### src/rtl/fft_pair_feeder_pkg.sv
// fft_pair_feeder_pkg: shared widths, complex field helpers and the stage state enum.
package fft_pair_feeder_pkg;
  localparam int DATA_W = 24;
  localparam int HALF_W = DATA_W / 2;
  typedef enum logic {FILL, PAIR} state_t;
  function automatic logic [HALF_W-1:0] re(input logic [DATA_W-1:0] x);
    return x[DATA_W-1:HALF_W];
  endfunction
  function automatic logic [HALF_W-1:0] im(input logic [DATA_W-1:0] x);
    return x[HALF_W-1:0];
  endfunction
endpackage

### src/rtl/fft_pair_feeder_pair_buffer_mem.sv
// pair_buffer_mem: first-half sample store, one write port, asynchronous read, no reset.
module pair_buffer_mem #(
  parameter int W = 24,
  parameter int DEPTH = 8,
  parameter int AW = 3
) (
  input  logic          clk,
  input  logic          we,
  input  logic [AW-1:0] waddr,
  input  logic [W-1:0]  wdata,
  input  logic [AW-1:0] raddr,
  output logic [W-1:0]  rdata
);
  logic [W-1:0] mem [DEPTH];
  always_ff @(posedge clk)
    if (we) mem[waddr] <= wdata;
  assign rdata = mem[raddr];
endmodule

### src/rtl/fft_pair_feeder.sv
// fft_pair_feeder: radix-2 DIF pair former, emits x[k] with x[k+N/2] as second-half samples arrive.
module fft_pair_feeder
  import fft_pair_feeder_pkg::*;
#(
  parameter int W = DATA_W,
  parameter int LOG2N = 4
) (
  input  logic         clk,
  input  logic         reset,
  input  logic [W-1:0] in_data,
  input  logic         in_valid,
  input  logic         in_sof,
  output logic [W-1:0] A,
  output logic [W-1:0] B,
  output logic         out_valid,
  output logic         out_first,
  output logic         out_last,
  output logic         frame_err
);
  localparam int N = 1 << LOG2N;
  localparam int H = N / 2;
  localparam int AW = (LOG2N > 1) ? LOG2N - 1 : 1;
  logic [LOG2N-1:0] idx;
  logic synced, accept, we;
  logic [AW-1:0] waddr, raddr;
  logic [W-1:0] rdata;
  state_t st;
  assign st = idx[LOG2N-1] ? PAIR : FILL;
  // synced means "inside a frame"; it drops on wrap so every frame needs its own in_sof
  assign accept = in_valid & (in_sof | synced);
  assign we = accept & (in_sof | st == FILL);
  assign waddr = in_sof ? '0 : AW'(idx);
  assign raddr = AW'(idx - LOG2N'(H));
  pair_buffer_mem #(.W(W), .DEPTH(H), .AW(AW)) u_mem (
    .clk(clk), .we(we), .waddr(waddr), .wdata(in_data), .raddr(raddr), .rdata(rdata)
  );
  always_ff @(posedge clk or negedge reset)
    if (!reset) begin
      idx <= '0;
      synced <= 1'b0;
      A <= '0;
      B <= '0;
      out_valid <= 1'b0;
      out_first <= 1'b0;
      out_last <= 1'b0;
      frame_err <= 1'b0;
    end else begin
      out_valid <= 1'b0;
      out_first <= 1'b0;
      out_last <= 1'b0;
      frame_err <= 1'b0;
      if (accept) begin
        if (in_sof) begin
          idx <= LOG2N'(1);
          synced <= 1'b1;
          frame_err <= idx != '0;
        end else begin
          idx <= idx + LOG2N'(1);
          if (st == PAIR) begin
            A <= rdata;
            B <= in_data;
            out_valid <= 1'b1;
            out_first <= idx == LOG2N'(H);
            out_last <= idx == LOG2N'(N - 1);
            synced <= idx != LOG2N'(N - 1);
          end
        end
      end
    end
endmodule

### config.mk
export PLATFORM = sky130hd
export DESIGN_NAME = fft_pair_feeder
export DESIGN_NICKNAME = d
export VERILOG_FILES = /design/src/rtl/fft_pair_feeder_pkg.sv /design/src/rtl/fft_pair_feeder_pair_buffer_mem.sv /design/src/rtl/fft_pair_feeder.sv
export SDC_FILE = /design/constraint.sdc
export NUM_CORES = 1
export LEC_CHECK = 0
export ABC_AREA = 1
export CELL_PAD_IN_SITES_DETAIL_PLACEMENT = 0
export CELL_PAD_IN_SITES_GLOBAL_PLACEMENT = 2
export CORE_UTILIZATION = 40
export DETAILED_ROUTE_END_ITERATION = 8
export PLACE_DENSITY = 0.93
export SLEW_MARGIN = 10
export SYNTH_ARGS = -nofsm -noshare
export SYNTH_HDL_FRONTEND = slang
export SYNTH_HIERARCHICAL = 1
export SYNTH_SLANG_ARGS = --single-unit
### constraint.sdc
create_clock -name clk -period 3.27 [get_ports clk]
set_input_delay 0.654 -clock clk [delete_from_list [all_inputs] [get_ports clk]]
set_output_delay 0.654 -clock clk [all_outputs]
set_load 0.02 [all_outputs]
==> results of run 1 <==
[power groups by stage]
| stage | registers, mW | clock network [mW] | logic, mW |
|---|---|---|---|
| floorplan | 4.35 | 0 | 1.07 |
| global placement | 4.06 | 0 | 2.32 |
| detailed placement | 4.06 | 0 | 2.34 |
| CTS | 4.01 | 3.15 | 2.34 |
| global route | 4.05 | 3.28 | 2.57 |
| finish | 4.00 | 3.09 | 2.31 |
[worst max-delay path: stages]
cell and delay, ps:
clkdlybuf4s50_1 680, o21ai_1 170, nor2_1 170, nand2_1 180, nor2_2 140, buf_4 380
[sequential cells by signal (all words and copies together), names as in the netlist]
signal     flops
idx            4
out_first      1
out_valid      1
out_last       1
u_mem/mem    192
B             24
frame_err      1
A             24
synced         1
[final cells by class]
cell class | count | area share, %
clock inverter | 16 | 1.50
tap | 335 | 3.29
timing repair buffer | 102 | 7.91
multi-input combinational | 599 | 19.2
clock buffer | 34 | 5.59
inverter | 206 | 6.07
sequential | 249 | 56.4
[how the worst max path moves through the flow]
stage | start | endpoint | slack (ps)
finish | in_sof | u_mem/mem[3][3] | 1070
floorplan | in_sof | u_mem/mem[1][0] | 610
global route | in_sof | u_mem/mem[0][12] | 940
detailed placement | in_sof | u_mem/mem[3][0] | 550
global placement | in_sof | u_mem/mem[3][0] | 600
CTS | B[3] | B[3] | 1020
[metal layers]
layer,vias to the layer above,track usage (%),wire (µm),part of all wire (%)
met5,-,0,0,0
li1,3571,-,-,-
met2,175,27.9,10900,46
met1,3334,26.2,11100,47
met3,30,2.25,1340,5.6
met4,0,4.92,406,1.7
[synth_stat cells]
| cell type | instances |
|---|---|
| nand2_2 | 1 |
| ha_1 | 2 |
| buf_1 | 2 |
| buf_6 | 8 |
| nor3_1 | 3 |
| buf_2 | 26 |
| nand2_1 | 468 |
| o21ai_0 | 3 |
| dfrtp_1 | 57 |
| nand4_1 | 3 |
| inv_1 | 204 |
| edfxtp_1 | 192 |
| clkbuf_1 | 6 |
| a21oi_1 | 2 |
| o211ai_1 | 1 |
| nor2_2 | 2 |
| nor2_4 | 1 |
| buf_4 | 5 |
| nor2_1 | 14 |
| o21ai_1 | 1 |
| inv_2 | 2 |
| nand3_1 | 98 |
[metrics by stage]
stage                     hold slack, ps  setup WS (ps)  util, %  instances  area (µm²)
after floorplan                      358            614        -       1101       10700
final                                201           1070     48.8       1541       12700
after global placement               463            600     45.3       1491       11800
after CTS                            221           1020     48.8       1541       12700
after detailed placement             464            554     45.3       1491       11800
after global routing                 252            945     48.8       1541       12700
[cell families after synthesis]
family / after synthesis
compound gates: 7
flops: 249
simple gates: 590
fa+ha+maj: 2
buf+inv: 253
==> reports/qor.csv, run 1 <==
stage,metric,value,unit
power_and_ir_drop,sw power,2.86,mW
setup_path,startpoint types,input pin,
cells_and_area,share of cells above drive strength 1,6.55,%
status,status,"complete, but fails checks",
synth,syn nets,1131,
cells_and_area,area grow syn2layout,19.3,%
detailed_routing,number of DRC markers in iteration 0,596,
power_and_ir_drop,Net Sw Frac,30.4,%
setup_path,r2r setup slk,1120,ps
die,core area,26100,µm²
setup_path,Worst Path Max Fanout,24,
clocking,CTS H-tree depth,1,
place,PortBufs,79,
place,Final GP Congestion,0.730,
grt,Tot GR Track Use,17.9,%
sta,Peak Freq,455,MHz
synth,largest family of logic cells by synthesized area,simple AND/OR/NAND/NOR gates,
power_and_ir_drop,Gate power share,24.6,%
setup_path,reg2reg path depth,5,
synth,Synth Area in Adders,0.234,%
die,Die ar.,27400,µm²
sta,fin crit period,2200,ps
clocking,Max clock buf depth,3,
synth,XOR/XNOR Fraction of Synth Area,0,%
power_and_ir_drop,total power,9.41,mW
clocking,Root Buffer,clkbuf_16,
cells_and_area,ant diodes,0,
setup_path,"Data arrival, critical path",2380,ps
clocking,CTS tree,done,
clocking,clk sinks,249,
synth,top post-synthesis cells by area,"edfxtp_1 54%, nand2_1 16%, dfrtp_1 13%",
setup_path,Setup CP Type,in -> reg,
synth,Yosys reg bits,249,
sta,fin crit share,67.3,%
sta,Slew HR,29.3,%
flow_run,Max Cap Viol,0,
setup_path,r2r startpoint,idx[1],
clocking,"Reg clk slew, reported paths",60,ps
synth,post-synthesis compound-gate area fraction,0.351,%
grt,global-route wire length before repair,37200,µm
grt,vias in the first global route,6816,
synth,Synth area leader,edfxtp_1,
sta,Setup TNS,0,ps
cells_and_area,area of the multi-input gates,2450,µm²
clocking,CTS Hold Bufs,0,
clocking,post-CTS resize count,0,
die,chip height,165,µm
detailed_routing,drt via density,4.61,
synth,Cell variety after synth,22,
worst_hold_path,Hold Path Class,in -> async,
sta,RSZ-0062 raised after global routing,false,
cells_and_area,FILL cells,2437,
die,# rows,59,
power_and_ir_drop,worst ir drop on vdd,0.402,mV
sta,"Slew Viols, Final",0,
detailed_routing,average routed wire per standard cell,15.4,µm
grt,initial antenna violation count,0,
synth,post-synthesis instance total,1101,
status,failing checks,DRC,
sta,Final Hold Fails,0,
detailed_routing,Antenna Nets Post-Route,0,
power_and_ir_drop,PwrDens,738,nW/µm²
setup_path,"Req. time, crit path",3450,ps
synth,Netlist Area Pre-Place,10700,µm²
detailed_routing,Initial DRT Pass Iterations,9,
setup_path,R2R Path End,u_mem/mem[3][3],
grt,largest net degree at the start of global routing,102,
power_and_ir_drop,Clock Power Share,32.9,%
die,I/O pins,80,
power_and_ir_drop,Leak Pwr,5.93,nW
synth,mean post-synth cell area,9.70,µm²
detailed_routing,via count,7110,
synth,post-synthesis simple-gate area fraction,22.1,%
cells_and_area,register area,7190,µm²
synth,mux cell area share after synthesis,0,%
place,dpl hpwl,14100,µm
clocking,worst-skew pair later-pin latency,540,ps
die,initial core utilization,40.9,%
synth,Synth warnings,6,
synth,sequential area share after synthesis,67.3,%
grt,global route overflow,0,
power_and_ir_drop,Int Pwr,6.55,mW
setup_path,crit end category,flop,
clocking,Num CTS Buffers,27,
sta,worst clock skew,22.5,ps
cells_and_area,nets@finish,1215,
synth,post-synth top area share,54.0,%
clocking,# Post-CTS Setup Buffers,0,
cells_and_area,most frequent cells in the layout,"468 x nand2_1, 204 x inv_1, 192 x edfxtp_1, 98 x nand3_1, 78 x clkdlybuf4s50_1",
sta,final setup fails,0,
cells_and_area,most common library cell in the layout ignoring fill and taps,nand2_1,
power_and_ir_drop,Flop pwr share,42.5,%
detailed_routing,DRC,6,
detailed_routing,final WL,23700,µm
sta,Slew @ Worst Pin,1060,ps
die,die width,165,µm
No activity file was read; power rests on OpenSTA's default activity.
==> run 2: changes to the inputs <==
CORE_UTILIZATION = 37   (was 40)
PLACE_DENSITY = 0.88   (was 0.93)
clock period = 2.06 ns   (was 3.27 ns; I/O delays follow)
==> run 2 against run 1 <==
The flow now finishes without violations. Flip-flop and latch count unchanged. Cell area grew 2.1%. Register-to-register slack worse by 810 ps. Largest cell class unchanged. Global-route usage is 0.94 points lower. Die area is 8.0% higher. Count of clock-buffer cells in the layout is 4 lower. Total power is 60% higher. Worst setup slack worse by 950 ps. Routed wire length is 0.71% lower. Combinational power rose by 64%. Critical path type is now reg -> out. Clock power up 59%. First-iteration DRC count shrank 32%.
==> reports/qor.csv, run 2 (synthesized netlist as in run 1, its figures left out) <==
stage,metric,value,unit
worst_hold_path,Hold Path Class,in -> async,
clocking,CTS H-tree depth,1,
status,status,"complete, no violations",
setup_path,"Req. time, crit path",1650,ps
clocking,Max clock buf depth,3,
die,core area,28100,µm²
cells_and_area,share of cells above drive strength 1,7.64,%
setup_path,startpoint types,flop,
place,dpl hpwl,14100,µm
sta,fin crit share,94.0,%
power_and_ir_drop,total power,15.0,mW
die,initial core utilization,38.0,%
cells_and_area,Largest regs,"u_mem/mem: 192 flops, A: 24 flops, B: 24 flops",
cells_and_area,nets@finish,1227,
grt,vias in the first global route,6984,
sta,Slew @ Worst Pin,459,ps
setup_path,CP max stage delay,640,ps
die,chip height,172,µm
sta,Final Hold Fails,0,
clocking,worst-skew pair later-pin latency,530,ps
setup_path,Crit-path slowest cell,clkdlybuf4s50_1,
detailed_routing,Initial DRT Pass Iterations,6,
cells_and_area,Util after Layout,46.3,%
clocking,"Reg clk slew, reported paths",60,ps
sta,setup ws final,123,ps
die,# rows,61,
cells_and_area,Final Non-Filler Cells,1595,
place,Final GP Congestion,0.740,
cells_and_area,Final Cell Area,13000,µm²
power_and_ir_drop,PwrDens,1150,nW/µm²
die,I/O pins,80,
setup_path,Crit path max-delay family,buffers and inverters,
detailed_routing,number of DRC markers in iteration 0,403,
sta,worst clock skew,10.4,ps
sta,RSZ-0062 raised after global routing,false,
power_and_ir_drop,Leak Pwr,6.03,nW
place,pre-CTS setup slack,-124,ps
die,Die ar.,29500,µm²
detailed_routing,DRC,0,
cells_and_area,largest reg by FF count,u_mem/mem,
detailed_routing,drt via density,4.44,
place,placed instance area,12100,µm²
detailed_routing,Antenna Nets Post-Route,0,
clocking,Num CTS Buffers,27,
grt,initial antenna violation count,0,
detailed_routing,via count,7081,
setup_path,"Data arrival, critical path",1530,ps
setup_path,Worst Path Max Fanout,2,
setup_path,Buf/Inv on CP,1,
sta,Peak Freq,516,MHz
sta,final setup fails,0,
cells_and_area,most common library cell in the layout ignoring fill and taps,nand2_1,
detailed_routing,final WL,23500,µm
clocking,post-CTS resize count,0,
setup_path,Setup CP Type,reg -> out,
setup_path,crit-path cells,clkdlybuf4s50_1,
setup_path,crit end category,output pin,
clocking,Root Buffer,clkbuf_16,
sta,fin crit period,1940,ps
clocking,CTS tree,done,
cells_and_area,most frequent cells in the layout,"468 x nand2_1, 204 x inv_1, 192 x edfxtp_1, 98 x nand3_1, 78 x clkdlybuf4s50_1",
clocking,clk sinks,249,
sta,Slew HR,69.4,%
die,die width,172,µm
clocking,# Post-CTS Setup Buffers,0,
detailed_routing,average routed wire per standard cell,14.7,µm
clocking,CTS Hold Bufs,1,
flow_run,Max Cap Viol,0,
sta,"Slew Viols, Final",0,
grt,largest net degree at the start of global routing,67,
place,PortBufs,79,
place,# placed instances,1545,
cells_and_area,ant diodes,0,
grt,Tot GR Track Use,16.9,%
cells_and_area,number of flip-flops under the largest register name,192,
grt,global route overflow,0,
power_and_ir_drop,worst ir drop on vdd,0.532,mV
cells_and_area,area grow syn2layout,21.8,%
grt,global-route wire length before repair,38400,µm
-- run 2: changes by cell type in the layout (fill, tap and decap cells not counted), moves of 3 or more --
cell	change
buf_4	+3
clkinv_2	+5
clkbuf_1	-3
buf_12	+9
-- run 2: report_power, final --
part	internal, mW	leakage, nW	switching [mW]
clock network	3.01	0.449	1.90
registers	6.04	2.49	0.272
logic	1.50	3.09	2.29
-- run 2: metal layers --
metal | routed length, µm | track usage, % | share of wire (%)
met1 | 10900 | 23.0 | 46
met2 | 11300 | 28.7 | 48
met3 | 972 | 2.31 | 4.1
met4 | 359 | 4.04 | 1.5
met5 | 0 | 0 | 0
-- run 2: worst paths after layout --
check,from,to,slack [ps],depth (start not counted)
setup / recovery,B[5],B[5],120,1
hold / removal,reset,B[10],380,2
setup reg to reg,idx[3],u_mem/mem[4][7],310,6
hold reg to reg,B[7],B[7],470,2
max in group asynchronous,reset,idx[1],1160,3
min in group clk,B[7],B[7],470,2
-- run 2: cell type report --
cell class                 instances  area [µm²]
clock buffer                      30         687
timing repair buffer             114        1220
fill                            2702       15100
tap                              378         473
inverter                         206         773
multi-input combinational        599        2450
clock inverter                    19         218
sequential                       249        7190
-- run 2: stage by stage --
stage | hold slack [ps] | setup TNS, ps
after global routing | 426 | 0
after global placement | 404 | -17080
final | 382 | 0
after floorplan | 116 | -66640
after CTS | 394 | 0
after detailed placement | 407 | -16450
==> run 3: changes to the inputs <==
CORE_UTILIZATION = 40   (was 37)
PLACE_DENSITY = 0.93   (was 0.88)
clock period = 2.3 ns   (was 2.06 ns; I/O delays follow)
==> run 3 against run 2 <==
The flow now finishes with violations (DRC). Worst setup slack gained 150 ps. Routed wire length shrank 2.6%. Core utilization grew 3.1 points. Sequential share of layout area grew 0.37 points. Global-route usage grew 0.42 points. Die area shrank 7.4%. Register-to-register slack gained 270 ps. Non-clock buffer count shrank 1. Clock skew grew 5.5 ps. Clock power shrank 12%. Largest power group unchanged. Sequential power shrank 10%. Cell area shrank 0.68%.
==> reports/qor.csv, run 3 (synthesized netlist as in run 1, its figures left out) <==
stage,metric,value,unit
status,status,"complete, but fails checks",
status,failing checks,DRC,
clocking,# Post-CTS Setup Buffers,0,
setup_path,cell count along the critical path,1,
power_and_ir_drop,total power,13.4,mW
die,# rows,59,
power_and_ir_drop,PwrDens,1030,nW/µm²
setup_path,Buf/Inv on CP,1,
place,PortBufs,79,
grt,global route overflow,0,
setup_path,crit-path cells,clkdlybuf4s50_1,
detailed_routing,number of DRC markers in iteration 0,386,
grt,global-route wire length before repair,36600,µm
clocking,Max clock buf depth,3,
setup_path,Critical path origin,B[3],
grt,initial antenna violation count,0,
setup_path,Crit-path slowest cell,clkdlybuf4s50_1,
detailed_routing,via count,7108,
grt,vias in the first global route,6891,
grt,Tot GR Track Use,17.3,%
clocking,Num CTS Buffers,28,
cells_and_area,most common library cell in the layout ignoring fill and taps,nand2_1,
setup_path,"Data arrival, critical path",1570,ps
cells_and_area,most frequent cells in the layout,"468 x nand2_1, 204 x inv_1, 192 x edfxtp_1, 98 x nand3_1, 78 x clkdlybuf4s50_1",
clocking,CTS tree,done,
cells_and_area,share of cells above drive strength 1,7.22,%
sta,Final Hold Fails,0,
clocking,CTS H-tree depth,1,
die,die width,165,µm
die,I/O pins,80,
setup_path,Setup CP Type,reg -> out,
sta,fin crit period,2030,ps
grt,largest net degree at the start of global routing,58,
cells_and_area,number of flip-flops under the largest register name,192,
power_and_ir_drop,worst ir drop on vdd,0.654,mV
setup_path,Worst Path Max Fanout,2,
cells_and_area,Util after Layout,49.4,%
cells_and_area,Final Cell Area,12900,µm²
die,initial core utilization,40.9,%
sta,setup ws final,273,ps
detailed_routing,Antenna Nets Post-Route,0,
worst_hold_path,Hold Path Class,in -> async,
cells_and_area,Final Non-Filler Cells,1554,
place,pre-CTS setup slack,35.0,ps
sta,Worst Hold Slack,471,ps
setup_path,crit end category,output pin,
setup_path,Crit path max-delay family,buffers and inverters,
clocking,worst-skew pair later-pin latency,540,ps
die,core area,26100,µm²
sta,Setup TNS,0,ps
flow_run,Max Cap Viol,0,
cells_and_area,largest reg by FF count,u_mem/mem,
detailed_routing,drt via density,4.57,
place,dpl hpwl,13800,µm
die,chip height,165,µm
setup_path,reg2reg path depth,6,
die,Die ar.,27400,µm²
detailed_routing,average routed wire per standard cell,14.7,µm
sta,Slew @ Worst Pin,1040,ps
setup_path,r2r setup slk,580,ps
power_and_ir_drop,Leak Pwr,6.00,nW
setup_path,CP max stage delay,630,ps
clocking,CTS Hold Bufs,1,
sta,final setup fails,0,
setup_path,worst setup path end,B[3],
sta,RSZ-0062 raised after global routing,false,
setup_path,"Req. time, crit path",1840,ps
cells_and_area,area grow syn2layout,21.0,%
detailed_routing,Initial DRT Pass Iterations,6,
sta,worst clock skew,15.9,ps
sta,Peak Freq,493,MHz
place,# placed instances,1501,
detailed_routing,final WL,22900,µm
cells_and_area,ant diodes,0,
clocking,Root Buffer,clkbuf_16,
setup_path,r2r startpoint,idx[3],
clocking,"Reg clk slew, reported paths",60,ps
cells_and_area,Largest regs,"u_mem/mem: 192 flops, A: 24 flops, B: 24 flops",
clocking,clk sinks,249,
place,placed instance area,12000,µm²
place,Final GP Congestion,0.723,
sta,"Slew Viols, Final",0,
cells_and_area,nets@finish,1227,
sta,Slew HR,30.4,%
clocking,post-CTS resize count,0,
setup_path,startpoint types,flop,
sta,fin crit share,88.1,%
detailed_routing,DRC,6,
setup_path,R2R Path End,u_mem/mem[0][6],
[run 3: layout make-up]
type	instances	area [µm²]
sequential	249	7190
clock inverter	12	139
tap	335	419
inverter	206	773
fill	2408	13200
clock buffer	40	767
timing repair buffer	113	1180
multi-input combinational	599	2450
[run 3: power by group]
group | internal (mW) | switching [mW] | total, mW
registers | 5.41 | 0.250 | 5.66
logic | 1.32 | 2.03 | 3.35
clock network | 2.65 | 1.70 | 4.35
[run 3: worst min path at each step]
stage                  to  cells past startpoint   from  slack [ps]
floorplan            A[0]                      0  reset         160
global placement     B[6]                      2   B[6]         460
detailed placement   B[6]                      2   B[6]         460
CTS                 B[12]                      3  reset         470
global route        B[12]                      3  reset         480
finish              B[12]                      3  reset         470
[run 3: worst reg2reg max path, cell delays in order (launching register included)]
cell	delay, ps
dfrtp_1	430
inv_1	130
nor2_2	50
nor2_1	150
nand2_1	180
nor2_2	240
buf_4	230
[run 3: metal layers]
metal / track usage [%] / part of all wire [%] / up-vias
met5: 0 / 0 / -
met4: 4.38 / 1.2 / 0
met3: 2.40 / 4.2 / 21
met2: 29.2 / 48 / 122
met1: 23.7 / 46 / 3376
li1: - / - / 3589
